File: config.mk
export PLATFORM = sky130hd
export DESIGN_NAME = uart_tx_serializer
export DESIGN_NICKNAME = d
export VERILOG_FILES = /design/src/rtl/uart_tx_serializer_pkg.sv /design/src/rtl/uart_tx_serializer_fifo.sv /design/src/rtl/uart_tx_serializer.sv
export SDC_FILE = /design/constraint.sdc
export NUM_CORES = 1
export LEC_CHECK = 0
export ABC_AREA = 1
export BUFFER_PORTS_ARGS = -buffer_cell sky130_fd_sc_hd__buf_4
export CORE_ASPECT_RATIO = 0.5
export CORE_UTILIZATION = 56
export CTS_CLUSTER_DIAMETER = 50
export DETAILED_ROUTE_END_ITERATION = 16
export PLACE_DENSITY = 0.81
export SLEW_MARGIN = 20
export SYNTH_ARGS = -nofsm -noshare
export SYNTH_HDL_FRONTEND = slang
export SYNTH_SLANG_ARGS = --single-unit
File: constraint.sdc
create_clock -name clock -period 2.6 [get_ports clock]
set_clock_uncertainty 0.1 [all_clocks]
set_input_delay 0.13 -clock clock [delete_from_list [all_inputs] [get_ports clock]]
set_output_delay 0.13 -clock clock [all_outputs]
set_load 0.05 [all_outputs]
File: src/rtl/uart_tx_serializer_pkg.sv
// -----------------------------------------------------------------------------
// uart_tx_serializer_pkg
//   Shared definitions for the UART transmit path: FSM state encodings, the
//   position of the write strobe inside the core's 9-bit UART bus, the default
//   bit period and a parity helper.
//   Optional feature macro: UART_TX_PARITY_EN (adds the PARITY state use).
// -----------------------------------------------------------------------------
package uart_tx_serializer_pkg;

    // 3-bit state encodings; PARITY is only entered when UART_TX_PARITY_EN is set.
    typedef enum logic [2:0] {
        UART_IDLE   = 3'd0,
        UART_START  = 3'd1,
        UART_DATA   = 3'd2,
        UART_PARITY = 3'd3,
        UART_STOP   = 3'd4
    } uart_state_t;

    // Bit 8 of the core's uart_out bus is the one-cycle write strobe.
    localparam int UART_STROBE_BIT = 8;

    // Small default so simulations of the whole core stay short.
    localparam int UART_DEFAULT_CLKS_PER_BIT = 4;

    // Even parity: the bit that makes the total number of ones even.
    function automatic logic even_parity(input logic [7:0] b);
        return ^b;
    endfunction

endpackage

File: src/rtl/uart_tx_serializer_fifo.sv
// -----------------------------------------------------------------------------
// uart_byte_fifo
//   Synchronous byte FIFO between the core's write strobe and the serializer.
//   Owns the drop rule: a push into a full FIFO with no pop in the same cycle
//   is discarded and sets the sticky overflow flag.
//   Ports:
//     clock, reset_n   rising-edge clock, asynchronous active-low reset
//     push, din        write request and byte
//     pop              read request (ignored when empty)
//     dout             head byte (valid while !empty)
//     count            registered occupancy, 0..DEPTH
//     full, empty      occupancy flags derived from count
//     overflow         sticky drop indication, cleared only by reset
//   No optional features (UART_TX_PARITY_EN does not affect this block).
// -----------------------------------------------------------------------------
module uart_byte_fifo #(
    parameter int DEPTH = 16,
    parameter int CNT_W = 5
) (
    input  logic             clock,
    input  logic             reset_n,
    input  logic             push,
    input  logic [7:0]       din,
    input  logic             pop,
    output logic [7:0]       dout,
    output logic [CNT_W-1:0] count,
    output logic             full,
    output logic             empty,
    output logic             overflow
);

    localparam int PTR_W = $clog2(DEPTH);

    logic [7:0]       mem [DEPTH];
    logic [PTR_W-1:0] wr_ptr;
    logic [PTR_W-1:0] rd_ptr;
    logic             push_ok;
    logic             pop_ok;

    assign full  = (count == CNT_W'(DEPTH));
    assign empty = (count == '0);
    assign dout  = mem[rd_ptr];

    // A simultaneous pop frees the slot the push needs, so a full FIFO still
    // accepts the byte in that case.
    assign push_ok = push && (!full || pop);
    assign pop_ok  = pop && !empty;

    // Storage carries data only; it needs no reset.
    always_ff @(posedge clock) begin
        if (push_ok) begin
            mem[wr_ptr] <= din;
        end
    end

    always_ff @(posedge clock or negedge reset_n) begin
        if (!reset_n) begin
            wr_ptr   <= '0;
            rd_ptr   <= '0;
            count    <= '0;
            overflow <= 1'b0;
        end else begin
            // Power-of-two depth: pointers wrap by natural overflow.
            if (push_ok) begin
                wr_ptr <= wr_ptr + PTR_W'(1);
            end
            if (pop_ok) begin
                rd_ptr <= rd_ptr + PTR_W'(1);
            end
            unique case ({push_ok, pop_ok})
                2'b10:   count <= count + CNT_W'(1);
                2'b01:   count <= count - CNT_W'(1);
                default: count <= count;
            endcase
            if (push && !push_ok) begin
                overflow <= 1'b1;
            end
        end
    end

endmodule

File: src/rtl/uart_tx_serializer.sv
// -----------------------------------------------------------------------------
// uart_tx_serializer
//   Takes bytes from the core's 9-bit UART output bus, buffers them in
//   uart_byte_fifo and shifts each one out on an 8N1 serial line (LSB first).
//   Optional feature macro: UART_TX_PARITY_EN -- when defined, an even parity
//   bit is inserted between the data bits and the stop bit (8E1).
//   Ports:
//     clock      system clock, rising edge
//     reset_n    asynchronous active-low reset
//     uart_in    [8] write strobe, [7:0] byte
//     tx         registered serial output, idle high
//     busy       frame in flight or bytes waiting
//     full       FIFO holds FIFO_DEPTH bytes
//     overflow   sticky: a byte was dropped
//     count      FIFO occupancy
// -----------------------------------------------------------------------------
module uart_tx_serializer
    import uart_tx_serializer_pkg::*;
#(
    parameter int CLKS_PER_BIT = UART_DEFAULT_CLKS_PER_BIT,
    parameter int FIFO_DEPTH   = 16,
    parameter int CNT_W        = 5
) (
    input  logic             clock,
    input  logic             reset_n,
    input  logic [8:0]       uart_in,
    output logic             tx,
    output logic             busy,
    output logic             full,
    output logic             overflow,
    output logic [CNT_W-1:0] count
);

    localparam int TIMER_W = (CLKS_PER_BIT > 2) ? $clog2(CLKS_PER_BIT) : 1;
    localparam logic [TIMER_W-1:0] RELOAD = TIMER_W'(CLKS_PER_BIT - 1);

    uart_state_t        state;
    logic [TIMER_W-1:0] timer;
    logic [2:0]         bit_idx;
    logic [7:0]         shift;
    logic               fifo_pop;
    logic               fifo_empty;
    logic [7:0]         fifo_dout;
`ifdef UART_TX_PARITY_EN
    logic               parity_bit;
`endif

    uart_byte_fifo #(
        .DEPTH (FIFO_DEPTH),
        .CNT_W (CNT_W)
    ) u_fifo (
        .clock    (clock),
        .reset_n  (reset_n),
        .push     (uart_in[UART_STROBE_BIT]),
        .din      (uart_in[7:0]),
        .pop      (fifo_pop),
        .dout     (fifo_dout),
        .count    (count),
        .full     (full),
        .empty    (fifo_empty),
        .overflow (overflow)
    );

    // Load a new byte from idle, or straight out of an expiring stop bit so
    // queued frames go out with no idle gap between them.
    assign fifo_pop = !fifo_empty &&
                      ((state == UART_IDLE) ||
                       ((state == UART_STOP) && (timer == '0)));

    assign busy = (state != UART_IDLE) || !fifo_empty;

    always_ff @(posedge clock or negedge reset_n) begin
        if (!reset_n) begin
            state   <= UART_IDLE;
            tx      <= 1'b1;
            timer   <= '0;
            bit_idx <= '0;
            shift   <= '0;
`ifdef UART_TX_PARITY_EN
            parity_bit <= 1'b0;
`endif
        end else begin
            unique case (state)
                UART_IDLE: begin
                    if (fifo_pop) begin
                        shift <= fifo_dout;
`ifdef UART_TX_PARITY_EN
                        parity_bit <= even_parity(fifo_dout);
`endif
                        tx    <= 1'b0;
                        timer <= RELOAD;
                        state <= UART_START;
                    end
                end

                UART_START: begin
                    if (timer == '0) begin
                        tx      <= shift[0];
                        bit_idx <= '0;
                        timer   <= RELOAD;
                        state   <= UART_DATA;
                    end else begin
                        timer <= timer - TIMER_W'(1);
                    end
                end

                UART_DATA: begin
                    if (timer == '0) begin
                        timer <= RELOAD;
                        if (bit_idx == 3'd7) begin
`ifdef UART_TX_PARITY_EN
                            tx    <= parity_bit;
                            state <= UART_PARITY;
`else
                            tx    <= 1'b1;
                            state <= UART_STOP;
`endif
                        end else begin
                            // Bit 0 of shift is always the bit on the line.
                            shift   <= shift >> 1;
                            tx      <= shift[1];
                            bit_idx <= bit_idx + 3'd1;
                        end
                    end else begin
                        timer <= timer - TIMER_W'(1);
                    end
                end

`ifdef UART_TX_PARITY_EN
                UART_PARITY: begin
                    if (timer == '0) begin
                        tx    <= 1'b1;
                        timer <= RELOAD;
                        state <= UART_STOP;
                    end else begin
                        timer <= timer - TIMER_W'(1);
                    end
                end
`endif

                UART_STOP: begin
                    if (timer == '0) begin
                        if (fifo_pop) begin
                            shift <= fifo_dout;
`ifdef UART_TX_PARITY_EN
                            parity_bit <= even_parity(fifo_dout);
`endif
                            tx    <= 1'b0;
                            timer <= RELOAD;
                            state <= UART_START;
                        end else begin
                            state <= UART_IDLE;
                        end
                    end else begin
                        timer <= timer - TIMER_W'(1);
                    end
                end

                default: begin
                    tx    <= 1'b1;
                    timer <= '0;
                    state <= UART_IDLE;
                end
            endcase
        end
    end

endmodule

==> out/summary.txt, run 1 <==
drt total wl = 16600 um
worst slack at placement = 146 ps
Layout area overhead = 15.7%
largest family of logic cells by synthesized area = simple AND/OR/NAND/NOR gates
drc violations = 0
overall power = 9.85 mW
synthesized cell area = 7160 um2
Starting Density = 0.591
Chip Width = 162 um
Post-Synth Simple-Gate Area = 0.221
clk buf depth = 2
worst-margin pin slew = 566 ps
Max Slew Vio Count = 0
mux share of post-synthesis cell area = 0
total CTS buffers = 17
Peak Freq = 416 MHz
Tmin final = 2400 ps
post-synthesis adder-cell area fraction = 0.0255
die area = 13300 um2
slowest CP cell = dfrtp_1
post-synthesis cell count = 704
XOR/XNOR share of the synthesized area = 0.00856
number of flops mapped to enable cells by yosys = 128
top cells by count, synth = nand2_1 (219), edfxtp_1 (128), nand3_1 (85)
count leader, synth = nand2_1
Synth Area in Compound Gates = 0.0356
Setup crit end kind = register
Congestion Overflow GR = 0
CTS Sinks = 159
Arrival @ worst endpoint = 2600 ps
io pins = 20
Port Buf Inserts = 19
PnR worst setup slack = 198 ps
RSZ-0062 raised after global routing = true
Seq cells post-synth = 159
top-area cell type share of the netlist area = 0.537
cell mode on critical path = inv_2
final core occ = 0.684
chip height = 82.0 um
largest net degree at the start of global routing = 71
routability cong. = 0.898
Critical Path Start Type = register
Setup Crit Path Kind = register to register
first-pass GRT wire length = 25700 um
ys async rst share = 0.195
DP Wirelength = 10000 um
P per Cell Area = 1190 nW/um2
Synth area leader = edfxtp_1
Routed wire per std cell = 17.9 um
HP Class = input pin to async pin
filler instances = 876
Pre-antenna DRT Iters = 5
clk slew on worst S/H paths = 60 ps
max_slew headroom = 0.621
initial antenna violation count = 1
final hold vios = 0
H-Tree Depth = 4
CTS tree = done
Overall Global Routing Usage = 0.268
Seq/Total Area, Yosys = 0.645
Reg2Reg Launch Point = timer[0]
Max-Cap Viols = 0
FP Rows = 28
Cell variety after synth = 32
Reg area = 4630 um2
CP Max Fanout = 6
status = finished clean
Vias/cell = 5.53
vias in the first global route = 4867
WP buf/inv = 3
Placement Cell Area = 7620 um2
synth top area cells = edfxtp_1 (54%), nand2_1 (11%), dfrtp_1 (10%), nand3_1 (5.9%), inv_1 (3.8%)
Ys Warns = 0
Worst IR Drop VDD = 0.000779 V
R2R setup slack = 200 ps
layout cells sized above 1 = 0.148
clk root buf = clkbuf_16
multi-input logic area = 2120 um2
Routed Antenna Nets = 0
post-route cell area = 8290 um2
Post-Syn Area per Cell = 10.2 um2
Final nets = 776
final setup vio count = 0
worst-skew pair later-pin latency = 430 ps
hold slack = 83.9 ps
Critical Path Max Stage Delay = 390 ps
syn_nets = 729
crit-path leading delay family = adder cells
ys flop type = edfxtp_1
Reg2Reg Capture Point = u_fifo.count[4]
final worst-path cycle share = 0.924
crit path cell chain = inv_2 > ha_2 > inv_2 > a21oi_4 > inv_2 > nand2_2 > nand2_4 > ha_4 > fa_2 > nand3_1 > nand2_1 > a21oi_1 > o21ai_1 > xor2_1
DR vias = 5145
R2R cell count = 14
Critical Path RT = 2800 ps
core area = 12100 um2
Lkg Pwr = 3.54 nW
first-iteration detailed-routing DRC count = 725
-- layer usage --
layer,global-route usage,wire [um],vias to the layer above
met5,0,0,-
met4,0.119,455,0
met3,0.0939,1770,40
met2,0.424,7630,251
met1,0.339,6790,2427
li1,-,-,2427
-- power by group --
part	switching (mW)	total (mW)	internal, mW
sequential	0.277	3.50	3.22
clock	1.07	2.40	1.33
combinational	2.71	3.95	1.25
-- cell usage in the layout (no fill, tap or decap), types with 2 or more instances in the layout --
cell / Yosys / layout
nand2_1: 219 / 219
edfxtp_1: 128 / 128
nand3_1: 85 / 84
inv_1: 73 / 72
buf_4: 1 / 44
nor2_1: 38 / 36
dfrtp_1: 30 / 24
o21ai_0: 22 / 21
clkbuf_16: 0 / 17
a21oi_1: 13 / 13
nor3_1: 12 / 12
ha_1: 13 / 10
dlygate4sd3_1: 0 / 10
inv_2: 7 / 8
xor2_1: 6 / 6
dfrtp_2: 0 / 6
o211ai_1: 5 / 5
nor2_2: 3 / 4
nand4_1: 4 / 4
nand2_2: 4 / 4
clkinv_1: 3 / 4
inv_6: 0 / 4
nand2_4: 3 / 3
clkinv_2: 0 / 3
clkinv_4: 0 / 3
nand3_2: 1 / 2
ha_4: 0 / 2
clkinvlp_4: 0 / 2
-- state kept, by name, summed over array words and instances (netlist names) --
register and flops:
state 3, shift 8, tx 1, u_fifo.mem 128, timer 2, bit_idx 3
u_fifo.wr_ptr 4, u_fifo.rd_ptr 4, u_fifo.overflow 1, u_fifo.count 5
-- stage by stage --
| step | setup TNS [ps] | instances |
|---|---|---|
| floorplan | -8.99 | 704 |
| global placement | 0 | 887 |
| global route | -26.9 | 929 |
| detailed placement | 0 | 887 |
| CTS | 0 | 929 |
| finish | 0 | 930 |
-- kinds of logic after synthesis --
family / count (synthesis)
compound gates: 44
buf+inv: 110
simple gates: 370
fa+ha+maj: 14
flops: 159
xor+xnor: 7
-- final cells by class --
class                      instances  area share
timing repair buffer              55      0.0544
clock buffer                      17      0.0513
tap                              165      0.0249
sequential                       159       0.559
antenna                            1    0.000302
multi-input combinational        435       0.256
inverter                          83      0.0376
clock inverter                    15      0.0165
-- repair_timing --
| item | CTS | global route |
|---|---|---|
| buffers inserted | 0 | 0 |
| endpoints found under the hold margin | 161 | 0 |
| gates resized for setup | 0 | 3 |
| hold buffers | 10 | 0 |
| setup endpoints to repair | 0 | 2 |
-- worst max-delay path by stage --
stage                     cells after the start            start  slack [ps]              end
after CTS                                    14         timer[0]         100  u_fifo.count[4]
after global routing                         14         timer[0]         -20  u_fifo.count[3]
after global placement                       14         timer[0]         210  u_fifo.count[4]
final                                        14         timer[0]         200  u_fifo.count[4]
after detailed placement                     14         timer[0]         150  u_fifo.count[4]
after floorplan                              13  u_fifo.count[2]          -9  u_fifo.count[4]
No activity file was read; power rests on OpenSTA's default activity.
==> run 2: changes to the inputs <==
Settings changed: CORE_ASPECT_RATIO 0.5 to 1.5.
==> run 2 against run 1 <==
Net effect: die area decreased by 0.14%; clock power increased by 11%; maximum frequency decreased by 1.2%; critical path depth unchanged; count of clock-buffer cells in the layout increased by 3; first-iteration DRC count decreased by 35%; total power increased by 1.9%; sequential cell count unchanged; wire length increased by 0.11%; sequential power increased by 1%; hold slack improved by 8.2 ps; critical path type unchanged; largest cell class unchanged; largest power group unchanged.
==> out/summary.txt, run 2 (same netlist as run 1, synthesis figures left out) <==
Pre-antenna DRT Iters = 5 (unchanged)
layout cells sized above 1 = 0.146 (-0.00169)
Layout area overhead = 16.8%
Max Slew Vio Count = 0 (unchanged)
CTS tree = done
WL met1 = 6180 um (-9.0%)
Congestion Overflow GR = 0 (unchanged)
Lkg Pwr = 3.58 nW (+1.3%)
total CTS buffers = 17 (unchanged)
HP Class = input pin to async pin
met2 WL post-DR = 8890 um (+17%)
CTS Sinks = 159 (unchanged)
CP Max Fanout = 6 (unchanged)
final worst-path cycle share = 0.935 (+0.0110)
P per Cell Area = 1200 nW/um2 (+1.0%)
Critical Path RT = 2800 ps (about the same)
most frequent cells in the layout = nand2_1 (219), edfxtp_1 (128), nand3_1 (84)
clk root buf = clkbuf_16
routability cong. = 0.879 (-2.1%)
final setup vio count = 0 (unchanged)
Vias/cell = 5.71 (+3.2%)
Final nets = 779 (+0.39%)
drc violations = 0 (unchanged)
first-pass GRT wire length = 26000 um (+1.2%)
Max-Cap Viols = 0 (unchanged)
Routed wire per std cell = 18.1 um (+0.98%)
hold slack = 92.1 ps (+8.22 ps)
Starting Density = 0.575 (-0.0156)
Setup Crit Path Kind = register to register
clk buf depth = 2 (unchanged)
max reg flops = 128 (unchanged)
initial antenna violation count = 0 (-1)
Routed Antenna Nets = 0 (unchanged)
WL met3 = 792 um (-55%)
die area = 13300 um2 (-0.14%)
max_slew headroom = 0.610 (-0.0102)
H-Tree Depth = 4 (unchanged)
largest net degree at the start of global routing = 62 (-13%)
commonest non-fill, non-tap cell in the layout = nand2_1
Worst IR Drop VDD = 0.000582 V (-25%)
Tmin final = 2430 ps (+28.5 ps)
Critical Path Start Type = register
Chip Width = 94.3 um (-42%)
Arrival @ worst endpoint = 2630 ps (+30 ps)
worst-skew pair later-pin latency = 420 ps (about the same)
DP Wirelength = 10300 um (+2.4%)
Largest Register = u_fifo.mem
worst-margin pin slew = 581 ps (+15.1 ps)
chip height = 141 um (+71%)
cell mode on critical path = inv_2
Port Buf Inserts = 19 (unchanged)
FP Rows = 50 (+79%)
core area = 12400 um2 (+2.7%)
slowest CP cell = dfrtp_1
clk slew on worst S/H paths = 60 ps (about the same)
io pins = 20 (unchanged)
final core occ = 0.672 (-0.0119)
first-iteration detailed-routing DRC count = 468 (-35%)
largest registers = u_fifo.mem (128), shift (8), u_fifo.count (5)
status = finished clean
final hold vios = 0 (unchanged)
n_diodes = 0 (-1)
vias in the first global route = 5217 (+7.2%)
Overall Global Routing Usage = 0.268 (-0.000342)
crit path cell chain = inv_1 > ha_2 > inv_2 > a21oi_4 > inv_2 > nand2_2 > nand2_4 > ha_4 > fa_2 > nand3_1 > nand2_1 > a21oi_2 > o21ai_1 > xor2_1
Critical Path Max Stage Delay = 380 ps (about the same)
DR vias = 5262 (+2.3%)
DR top layer = met4
drt total wl = 16700 um (+0.11%)
Setup crit end kind = register
Peak Freq = 411 MHz (-1.2%)
-- run 2: cell types whose count changed in the layout (fill, tap and decap cells not counted), sizes merged, moves of 3 or more --
cell    change
bufinv      +4
inv         -4
buf         +3
clkbuf      +3
clkinv      -3
-- run 2: worst paths after layout --
path | start | end | slack [ps] | depth (start not counted)
hold reg to reg | shift[7] | shift[7] | 390 | 2
setup reg to reg | timer[0] | u_fifo.count[4] | 170 | 14
min in group clock | shift[7] | shift[7] | 390 | 2
hold / removal | reset_n | shift[4] | 90 | 2
setup / recovery | timer[0] | u_fifo.count[4] | 170 | 14
max in group asynchronous | reset_n | tx | 1990 | 2
-- run 2: critical path, delay by kind of cell, from the launching register on --
family                     cells  cell delay (ps)
and+or+nand+nor                4              320
xor gates and xnor gates       1              150
AOI/OAI and AO/OA              3              390
buffers and inverters          3              230
adders and majority gates      3              730
DFF                            1              380
-- run 2: layout make-up --
class | instances | area, um2
Tap cell | 156 | 195
Timing Repair Buffer | 58 | 473
Clock inverter | 11 | 189
Sequential cell | 159 | 4630
Inverter | 83 | 312
Fill cell | 845 | 4090
Clock buffer | 20 | 437
Multi-Input combinational cell | 435 | 2130
-- run 2: stage by stage --
step / total power, mW / cell area (um2) / setup TNS, ps / std cells / setup WS [ps]
5_1_grt: 10.6 / 8360 / -11.3 / 922 / -11.3
4_1_cts: 9.99 / 8350 / 0 / 921 / 50.9
3_3_place_gp: 7.07 / 7620 / 0 / 880 / 197
6_report: 10.0 / 8360 / 0 / 922 / 169
3_5_place_dp: 7.27 / 7620 / 0 / 880 / 68.8
2_1_floorplan: 6.25 / 7210 / -8.99 / 704 / -8.99
-- run 2: power breakdown --
group	internal, mW	switching (mW)	total [mW]
Combinational	1.27	2.58	3.85
Clock	1.70	0.965	2.66
Sequential	3.22	0.314	3.54
-- run 2: metal layers --
layer  vias to the layer above  GRT usage
li1                       2423          -
met1                      2535      0.297
met2                       239      0.473
met3                        65     0.0499
met4                         0      0.151
met5                         -          0
-- run 2: timing repair --
item	in CTS	in global routing
endpoints found under the hold margin	161	0
gates resized for setup	0	3
setup buffers	0	1
endpoints found under the setup margin	0	1
hold buffers	10	0
==> run 3: changes to the inputs <==
Settings changed: CORE_UTILIZATION 56 to 60, PLACE_DENSITY 0.81 to 0.82.
Clock period 2.6 ns to 2.8 ns, I/O delays scaled along.
==> run 3 against run 2 <==
Net effect: first-iteration DRC count shrank 15%; cell count shrank 1.1%; critical path depth is the same; combinational power is 6.8% lower; maximum frequency down 9.1%; count of clock-buffer cells in the layout fell by 1; sequential share of layout area is 0.80 points higher; hold slack better by 9.0 ps; wire length up 0.37%; setup slack got worse by 42 ps; register-to-register slack got worse by 40 ps; total power is 9.4% lower; largest cell class unchanged.
==> out/summary.txt, run 3 (same netlist as run 1, synthesis figures left out) <==
setup TNS = 0 ps (unchanged)
max_slew headroom = 0.622 (+0.0118)
Lkg Pwr = 3.52 nW (-1.8%)
clk slew on worst S/H paths = 70 ps (about the same)
Final nets = 774 (-0.64%)
filler instances = 775 (-8.3%)
CTS Sinks = 159 (unchanged)
core area = 11600 um2 (-6.9%)
Routed wire per std cell = 18.3 um (+1.5%)
PnR worst setup slack = 127 ps (-42.4 ps)
final core occ = 0.711 (+0.0393)
Vias/cell = 5.67 (-0.65%)
Critical Path RT = 3000 ps (+200 ps)
Largest Register = u_fifo.mem
initial antenna violation count = 0 (unchanged)
CTS tree = done
layout cells sized above 1 = 0.136 (-0.00973)
worst-margin pin slew = 563 ps (-17.7 ps)
Critical Path Start Type = register
max reg flops = 128 (unchanged)
Tmin final = 2670 ps (+242 ps)
cell mode on critical path = inv_2
Overall Global Routing Usage = 0.284 (+0.0156)
R2R cell count = 14 (unchanged)
Peak Freq = 374 MHz (-9.1%)
CP Max Fanout = 6 (unchanged)
Port Buf Inserts = 19 (unchanged)
Setup Crit Path Kind = register to register
Reg2Reg Launch Point = timer[0]
clk buf depth = 2 (unchanged)
drc violations = 0 (unchanged)
slowest CP cell = fa_1
largest net degree at the start of global routing = 62 (unchanged)
P per Cell Area = 1100 nW/um2 (-8.0%)
vias in the first global route = 5327 (+2.1%)
FP Rows = 48 (-4.0%)
worst-skew pair later-pin latency = 420 ps (about the same)
Congestion Overflow GR = 0 (unchanged)
crit path cell chain = inv_1 > ha_2 > inv_2 > a21oi_4 > inv_2 > nand2_2 > nand2_4 > ha_4 > fa_1 > nand3_1 > nand2_1 > a21oi_1 > o21ai_0 > xor2_1
Setup crit end kind = register
final hold vios = 0 (unchanged)
Chip Width = 91.2 um (-3.3%)
HP Class = input pin to async pin
Arrival @ worst endpoint = 2880 ps (+250 ps)
first-pass GRT wire length = 26200 um (+0.80%)
total CTS buffers = 17 (unchanged)
Critical Path Max Stage Delay = 410 ps (+30 ps)
commonest non-fill, non-tap cell in the layout = nand2_1
first-iteration detailed-routing DRC count = 397 (-15%)
clk root buf = clkbuf_16
Max Slew Vio Count = 0 (unchanged)
Max-Cap Viols = 0 (unchanged)
Starting Density = 0.618 (+0.0426)
Routed Antenna Nets = 0 (unchanged)
drt total wl = 16700 um (+0.37%)
die area = 12400 um2 (-6.5%)
io pins = 20 (unchanged)
n_diodes = 0 (unchanged)
status = finished clean
final worst-path cycle share = 0.955 (+0.0198)
worst slack at placement = 49.5 ps (-19.2 ps)
Reg2Reg Capture Point = u_fifo.count[4]
R2R setup slack = 130 ps (-40 ps)
DR vias = 5171 (-1.7%)
DP Wirelength = 10700 um (+4.4%)
most frequent cells in the layout = nand2_1 (219), edfxtp_1 (128), nand3_1 (85)
Layout area overhead = 15.1%
final setup vio count = 0 (unchanged)
Pre-antenna DRT Iters = 7 (+2)
Worst IR Drop VDD = 0.000676 V (+16%)
largest registers = u_fifo.mem (128), shift (8), u_fifo.count (5)
routability cong. = 0.872 (-0.80%)
H-Tree Depth = 4 (unchanged)
chip height = 136 um (-3.3%)
run 3: changes by cell type in the layout (fill, tap and decap cells not counted), sizes merged:
| cell | delta |
|---|---|
| buf | -5 |
| bufinv | -3 |
| clkbuf | -1 |
| clkinvlp | +4 |
| inv | +1 |
run 3: worst max-delay path by stage:
stage	from	endpoint	slack (ps)	depth (start not counted)
floorplan	u_fifo.count[0]	u_fifo.count[4]	20	13
global placement	timer[0]	u_fifo.count[4]	260	13
detailed placement	timer[0]	u_fifo.count[4]	50	13
CTS	timer[0]	u_fifo.count[4]	40	13
global route	timer[0]	u_fifo.count[4]	-20	14
finish	timer[0]	u_fifo.count[4]	130	14
run 3: critical path: cells and delay by family, from the launching register on:
kind	cells	cell delay [ps]
buffers and inverters	3	270
flip-flops	1	390
XOR/XNOR	1	150
AO/OA/AOI/OAI	3	460
AND/OR/NAND/NOR	4	330
adder cells (fa/ha/maj)	3	840
run 3: timing repair:
action | CTS | global route
setup endpoints to repair | 0 | 1
hold endpoints to repair | 161 | 0
buffers inserted | 0 | 0
resized for setup | 0 | 4
hold buffers | 10 | 0
run 3: per-stage QoR:
stage / total power [mW] / hold slack (ps) / cell area (um2) / std cells
finish: 9.10 / 101 / 8240 / 912
global route: 9.59 / 142 / 8240 / 912
CTS: 9.03 / 101 / 8220 / 912
detailed placement: 6.75 / 5.82 / 7550 / 870
global placement: 6.52 / -5.33 / 7550 / 870
floorplan: 5.76 / -256 / 7180 / 704
run 3: final cells by class:
class	instances	area, um2	area share
tap	150	188	0.0228
clock buffer	19	433	0.0525
sequential	159	4630	0.561
timing repair buffer	53	435	0.0528
inverter	83	312	0.0378
clock inverter	13	140	0.0170
multi-input combinational	435	2110	0.256
run 3: routing by layer:
metal,up-vias,share of wire,routed length (um),global-route usage
met5,-,0,0,0
met4,0,0.038,634,0.135
met3,58,0.063,1050,0.0643
met2,228,0.53,8940,0.506
met1,2475,0.36,6090,0.323
li1,2410,-,-,-
run 3: power by group:
group | total (mW) | switching (mW) | internal, mW
Combinational | 3.59 | 2.47 | 1.13
Sequential | 3.28 | 0.288 | 2.99
Clock | 2.23 | 0.920 | 1.31
Total | 9.10 | 3.68 | 5.43
